--- src/rtl/ysyx_24100006_axi_pkg.sv ---
// Shared types for the two-master AXI-Lite arbiter: FSM state encoding,
// AXI response codes and the per-master request qualifier.
package ysyx_24100006_axi_pkg;

  typedef enum logic [1:0] {
    IDLE = 2'd0,
    RD   = 2'd1,
    WR   = 2'd2
  } arb_state_e;

  localparam logic [1:0] RESP_OKAY     = 2'b00;
  localparam logic [1:0] RESP_UART_ERR = 2'b01;  // UART answers reads with this code
  localparam logic [1:0] RESP_SLVERR   = 2'b10;

  // A write only counts as a request once both address and data are offered.
  function automatic logic is_req(input logic arvalid, input logic awvalid, input logic wvalid);
    return arvalid | (awvalid & wvalid);
  endfunction

endpackage

--- src/rtl/ysyx_24100006_rr_arb2.sv ---
// Two-way tie-break: a sole requester wins; on a tie the master that was
// not granted last wins. Purely combinational, one-hot grant.
module ysyx_24100006_rr_arb2 (
  input  logic [1:0] req_i,
  input  logic       last_i,
  output logic [1:0] grant_o
);

  always_comb begin
    // NOTE: every combinational output gets a default first so no path can infer a latch.
    grant_o = 2'b00;
    unique case (req_i)
      2'b01:   grant_o = 2'b01;
      2'b10:   grant_o = 2'b10;
      2'b11:   grant_o = last_i ? 2'b01 : 2'b10;
      default: grant_o = 2'b00;
    endcase
  end

endmodule

--- src/rtl/ysyx_24100006_axi_arb2.sv ---
// Two-master (IFU = m0, LSU = m1) to one-slave AXI-Lite arbiter, one transaction at a time.
// Define YSYX_24100006_ARB_FIXED_PRIO_EN to make m1 win every tie instead of round-robin.
module ysyx_24100006_axi_arb2
  import ysyx_24100006_axi_pkg::*;
#(
  parameter int ADDR_W = 32,
  parameter int DATA_W = 32
) (
  input  logic                clk,
  input  logic                reset,
  // master 0 (IFU)
  input  logic [ADDR_W-1:0]   m0_araddr,
  input  logic                m0_arvalid,
  output logic                m0_arready,
  output logic [DATA_W-1:0]   m0_rdata,
  output logic [1:0]          m0_rresp,
  output logic                m0_rvalid,
  input  logic                m0_rready,
  input  logic [ADDR_W-1:0]   m0_awaddr,
  input  logic                m0_awvalid,
  output logic                m0_awready,
  input  logic [DATA_W-1:0]   m0_wdata,
  input  logic [DATA_W/8-1:0] m0_wstrb,
  input  logic                m0_wvalid,
  output logic                m0_wready,
  output logic [1:0]          m0_bresp,
  output logic                m0_bvalid,
  input  logic                m0_bready,
  // master 1 (LSU)
  input  logic [ADDR_W-1:0]   m1_araddr,
  input  logic                m1_arvalid,
  output logic                m1_arready,
  output logic [DATA_W-1:0]   m1_rdata,
  output logic [1:0]          m1_rresp,
  output logic                m1_rvalid,
  input  logic                m1_rready,
  input  logic [ADDR_W-1:0]   m1_awaddr,
  input  logic                m1_awvalid,
  output logic                m1_awready,
  input  logic [DATA_W-1:0]   m1_wdata,
  input  logic [DATA_W/8-1:0] m1_wstrb,
  input  logic                m1_wvalid,
  output logic                m1_wready,
  output logic [1:0]          m1_bresp,
  output logic                m1_bvalid,
  input  logic                m1_bready,
  // downstream slave
  output logic [ADDR_W-1:0]   s_araddr,
  output logic                s_arvalid,
  input  logic                s_arready,
  input  logic [DATA_W-1:0]   s_rdata,
  input  logic [1:0]          s_rresp,
  input  logic                s_rvalid,
  output logic                s_rready,
  output logic [ADDR_W-1:0]   s_awaddr,
  output logic                s_awvalid,
  input  logic                s_awready,
  output logic [DATA_W-1:0]   s_wdata,
  output logic [DATA_W/8-1:0] s_wstrb,
  output logic                s_wvalid,
  input  logic                s_wready,
  input  logic [1:0]          s_bresp,
  input  logic                s_bvalid,
  output logic                s_bready
);

  arb_state_e state_q, state_d;
  logic       owner_q, owner_d;
  logic       arb_last;
  logic [1:0] req, grant;
  logic       sel_rd0, sel_rd1, sel_wr0, sel_wr1, done;

  assign req = {is_req(m1_arvalid, m1_awvalid, m1_wvalid),
                is_req(m0_arvalid, m0_awvalid, m0_wvalid)};

  ysyx_24100006_rr_arb2 u_tie_break (
    .req_i   (req),
    .last_i  (arb_last),
    .grant_o (grant)
  );

  // Forwarding selects; in IDLE all are 0, so every output collapses to 0.
  assign sel_rd0 = (state_q == RD) & ~owner_q;
  assign sel_rd1 = (state_q == RD) &  owner_q;
  assign sel_wr0 = (state_q == WR) & ~owner_q;
  assign sel_wr1 = (state_q == WR) &  owner_q;

  assign s_araddr   = sel_rd1 ? m1_araddr : (sel_rd0 ? m0_araddr : '0);
  assign s_arvalid  = (sel_rd0 & m0_arvalid) | (sel_rd1 & m1_arvalid);
  assign s_rready   = (sel_rd0 & m0_rready)  | (sel_rd1 & m1_rready);
  assign s_awaddr   = sel_wr1 ? m1_awaddr : (sel_wr0 ? m0_awaddr : '0);
  assign s_awvalid  = (sel_wr0 & m0_awvalid) | (sel_wr1 & m1_awvalid);
  assign s_wdata    = sel_wr1 ? m1_wdata  : (sel_wr0 ? m0_wdata  : '0);
  assign s_wstrb    = sel_wr1 ? m1_wstrb  : (sel_wr0 ? m0_wstrb  : '0);
  assign s_wvalid   = (sel_wr0 & m0_wvalid)  | (sel_wr1 & m1_wvalid);
  assign s_bready   = (sel_wr0 & m0_bready)  | (sel_wr1 & m1_bready);

  assign m0_arready = sel_rd0 & s_arready;
  assign m0_rdata   = sel_rd0 ? s_rdata : '0;
  assign m0_rresp   = sel_rd0 ? s_rresp : 2'b00;
  assign m0_rvalid  = sel_rd0 & s_rvalid;
  assign m0_awready = sel_wr0 & s_awready;
  assign m0_wready  = sel_wr0 & s_wready;
  assign m0_bresp   = sel_wr0 ? s_bresp : 2'b00;
  assign m0_bvalid  = sel_wr0 & s_bvalid;

  assign m1_arready = sel_rd1 & s_arready;
  assign m1_rdata   = sel_rd1 ? s_rdata : '0;
  assign m1_rresp   = sel_rd1 ? s_rresp : 2'b00;
  assign m1_rvalid  = sel_rd1 & s_rvalid;
  assign m1_awready = sel_wr1 & s_awready;
  assign m1_wready  = sel_wr1 & s_wready;
  assign m1_bresp   = sel_wr1 ? s_bresp : 2'b00;
  assign m1_bvalid  = sel_wr1 & s_bvalid;

  assign done = ((state_q == RD) & s_rvalid & s_rready) |
                ((state_q == WR) & s_bvalid & s_bready);

  always_comb begin
    state_d = state_q;
    owner_d = owner_q;
    unique case (state_q)
      IDLE: if (|grant) begin
        owner_d = grant[1];
        // A master offering both a read and a write is served its read first.
        state_d = (grant[1] ? m1_arvalid : m0_arvalid) ? RD : WR;
      end
      RD, WR:  if (done) state_d = IDLE;
      default: state_d = IDLE;
    endcase
  end

  always_ff @(posedge clk or negedge reset) begin
    if (!reset) begin
      state_q <= IDLE;
      owner_q <= 1'b0;
    end else begin
      // NOTE: state registers use non-blocking assignment so all flops sample the same pre-edge values.
      state_q <= state_d;
      owner_q <= owner_d;
    end
  end

`ifdef YSYX_24100006_ARB_FIXED_PRIO_EN
  assign arb_last = 1'b0;  // pretend m0 went last, so m1 always takes a tie
`else
  logic last_q;

  always_ff @(posedge clk or negedge reset) begin
    if (!reset)    last_q <= 1'b1;
    else if (done) last_q <= owner_q;
  end

  assign arb_last = last_q;
`endif

endmodule

--- config.mk ---
export PLATFORM = sky130hd
export DESIGN_NAME = ysyx_24100006_axi_arb2
export DESIGN_NICKNAME = d
export VERILOG_FILES = /design/src/rtl/ysyx_24100006_axi_pkg.sv /design/src/rtl/ysyx_24100006_rr_arb2.sv /design/src/rtl/ysyx_24100006_axi_arb2.sv
export SDC_FILE = /design/constraint.sdc
export NUM_CORES = 1
export LEC_CHECK = 0
export BUFFER_PORTS_ARGS = -buffer_cell sky130_fd_sc_hd__buf_2
export CORE_AREA = 5 5 166 168
export CTS_CLUSTER_DIAMETER = 150
export CTS_CLUSTER_SIZE = 20
export DETAILED_ROUTE_END_ITERATION = 7
export DIE_AREA = 0 0 171 173
export PLACE_DENSITY = 0.46
export REMOVE_ABC_BUFFERS = 1
export SLEW_MARGIN = 25
export SYNTH_ARGS = -nofsm -noshare
export SYNTH_HDL_FRONTEND = slang
export SYNTH_SLANG_ARGS = --single-unit
--- constraint.sdc ---
create_clock -name clk -period 2.5 [get_ports clk]
set_clock_uncertainty 0.2 [all_clocks]
set_input_delay 0.625 -clock clk [delete_from_list [all_inputs] [get_ports clk]]
set_output_delay 0.625 -clock clk [all_outputs]
set_load 0.03 [all_outputs]
==> run metrics <==
Skew-Pair Late Insertion Delay=230 ps; starting DRC count in detailed routing=90; CTS sink cnt=4; outcome=finished clean; Final period util=0.991; Max Slew Vio Count=0; area post-placement=0.00540 mm2; Worst Slack Setup Final=about 22 ps; data arrival time of the critical path=1650 ps; final hold vios=0; final WL=17900 um; layout cell share with drive strength beyond 1=0.613; placer congestion estimate=~0.88; most frequent cells in the layout=buf_2 (380), nor2b_1 (105), mux2i_1 (102); initial antenna violation count=2; PnR Total Power=5550 uW; commonest non-fill, non-tap cell in the layout=buf_2; Clk network pwr share=0.047; IO Pins=440; static leakage=0.00363 uW; Rows=59; largest net degree at the start of global routing=72; path depth of the worst reg2reg path=7; grt total ovfl=0; Clock Path Buffers=2; Clock Pin Slew Worst Setup and Hold Paths=30 ps; YS warnings=0; hold_buf cts=0; setup violators final=0; CTS Buf Count=3; Switching Fraction=0.551; Die ar.=between 0.02 and 0.03 mm2; Critical Path Fanout Max=11; crit path from=state_q[1]; Worst R2R Setup Slack=around 470 ps; Vias=~4200; Post-layout nets=between 1000 and 1500; global-route wire length before repair=between 20000 and 25000 um; setup TNS=0 ps; worst r2r src=state_q[1]; post-synthesis instance total=361; PD cells=between 900 and 1000 mW/mm2; worst slew pin tran=282 ps; vias per cell=3.65; worst hold-check path type=input pin to async pin; Period minus WS final=around 2500 ps; Seq pwr share=0.032; height of the chip=173 um; DR DRC count=0; internal power=around 2500 uW; Synth cell types=25; I/O Buffers=439; Max Cap Violations=0; Initial Util=0.104; DPL Wire Length=14400 um; number of global-route vias before repair=4120; Worst slew margin=0.808; TritonCTS clock tree=done; Worst IR Drop VDD=between 0.4 and 0.5 mV; design area=0.00592 mm2; Worst EP required=1670 ps; cell at the root of the clock tree=clkbuf_16; Setup crit start kind=flop; FF-to-FF End=state_q[1]; Syn Area/Cell=between 7 and 8 um2; Core Area=~0.026 mm2; RSZ-0062 raised after global routing=yes; die extent in x=171 um; Total Routing Usage GR=0.102; Sw Pwr=3060 uW; flop and latch count out of synthesis=4; H-tree levels=1; part of the power in combinational logic=0.921; CP endpoint kind=output port; synthesized area=0.00269 mm2; sequential cell area fraction in the yosys report=0.0377; DR WL/cell=15.6 um; Routed Antenna Nets=0; worst slack, placed=about 160 ps; fmax=404 MHz; crit path to=m1_awready; Setup CP Type=flop to output port; drt first pass iters=4; P&R area growth vs syn=120%
flip-flops by register name (all words and copies together) (netlist names):
register and flops:
owner_q 1, arb_last 1, state_q 2
repair_timing:
item	in CTS	in global routing
gates resized for setup	11	102
setup buffers	3	5
setup endpoints to repair	74	118
gates cloned	2	3
pin swaps	1	1
cells in the mapped netlist:
cell type,instances,area (um2)
mux2_2,1,11.3
or3b_1,1,8.76
nor2b_1,108,676
nand3b_1,1,7.51
a211oi_1,1,7.51
nor4bb_1,1,10.0
dfrtp_1,3,75.1
dfstp_2,1,26.3
and3_1,41,257
o221ai_2,1,15.0
nand3_1,2,10.0
o22ai_1,1,6.26
inv_1,2,7.51
o211ai_1,2,15.0
buf_2,13,65.1
buf_4,1,7.51
o21ai_0,1,5.00
a21o_1,2,15.0
nand2_1,4,15.0
a32o_1,1,10.0
nor2_1,2,7.51
ha_1,3,37.5
and2_1,41,257
mux2i_1,105,1050
clkbuf_1,22,82.6
worst min path at each step:
stage                       endpoint  slack, ps  cells past startpoint
after global placement       owner_q        240                      1
after global routing         owner_q          1                      1
after floorplan              owner_q        130                      0
after detailed placement     owner_q        240                      1
after CTS                 state_q[1]          2                      1
final                     state_q[1]          3                      1
worst max-delay path, stage by stage (launching register included):
cell and delay [ps]:
dfrtp_1 390, buf_4 150, ha_4 200, buf_4 150
clkbuf_16 160, and3_1 180, buf_2 180
power groups by stage:
| stage | clock (uW) | combinational (uW) | sequential [uW] |
|---|---|---|---|
| after global routing | 275 | 5430 | 183 |
| after detailed placement | 0 | 4590 | 170 |
| after CTS | 265 | 4780 | 173 |
| after global placement | 0 | 4590 | 168 |
| final | 262 | 5110 | 175 |
| after floorplan | 0 | 2620 | 361 |
cell type report:
type                    count  area [um2]
clock buffers               4        78.8
diodes                      2        5.00
flip-flops and latches      4         105
repair buffers            475        2840
inverters                   2        7.51
multi-input cells         319        2460
well taps                 335         419
fillers                  2911       19800
per-stage QoR:
stage / hold WS [ps] / instances / utilization
global placement: 244 / 1122 / 0.210
detailed placement: 242 / 1122 / 0.210
global route: 1.48 / 1141 / 0.230
floorplan: 129 / 325 / -
CTS: 2.50 / 1131 / 0.218
finish: 3.36 / 1141 / 0.230
per-layer routing:
layer  vias to the layer above  track usage  wire length (um)
li1                       2114            -                 -
met1                      1878        0.128              7240
met2                       168        0.190              9200
met3                        10       0.0146              1310
met4                         0       0.0122               104
met5                         -            0                 0
cells by family (layout without fill, tap and decap cells):
family                     count (synthesis)  count (layout)  synth area share
adders and majority gates                  3               3            0.0140
DFF                                        4               4            0.0377
buffers and inverters                     38             481            0.0606
other                                      0               2                 0
AOI/OAI and AO/OA                          9               9            0.0275
muxes                                    106             106             0.396
and+or+nand+nor                          201             201             0.465
Power figures use the tool's default switching activity.
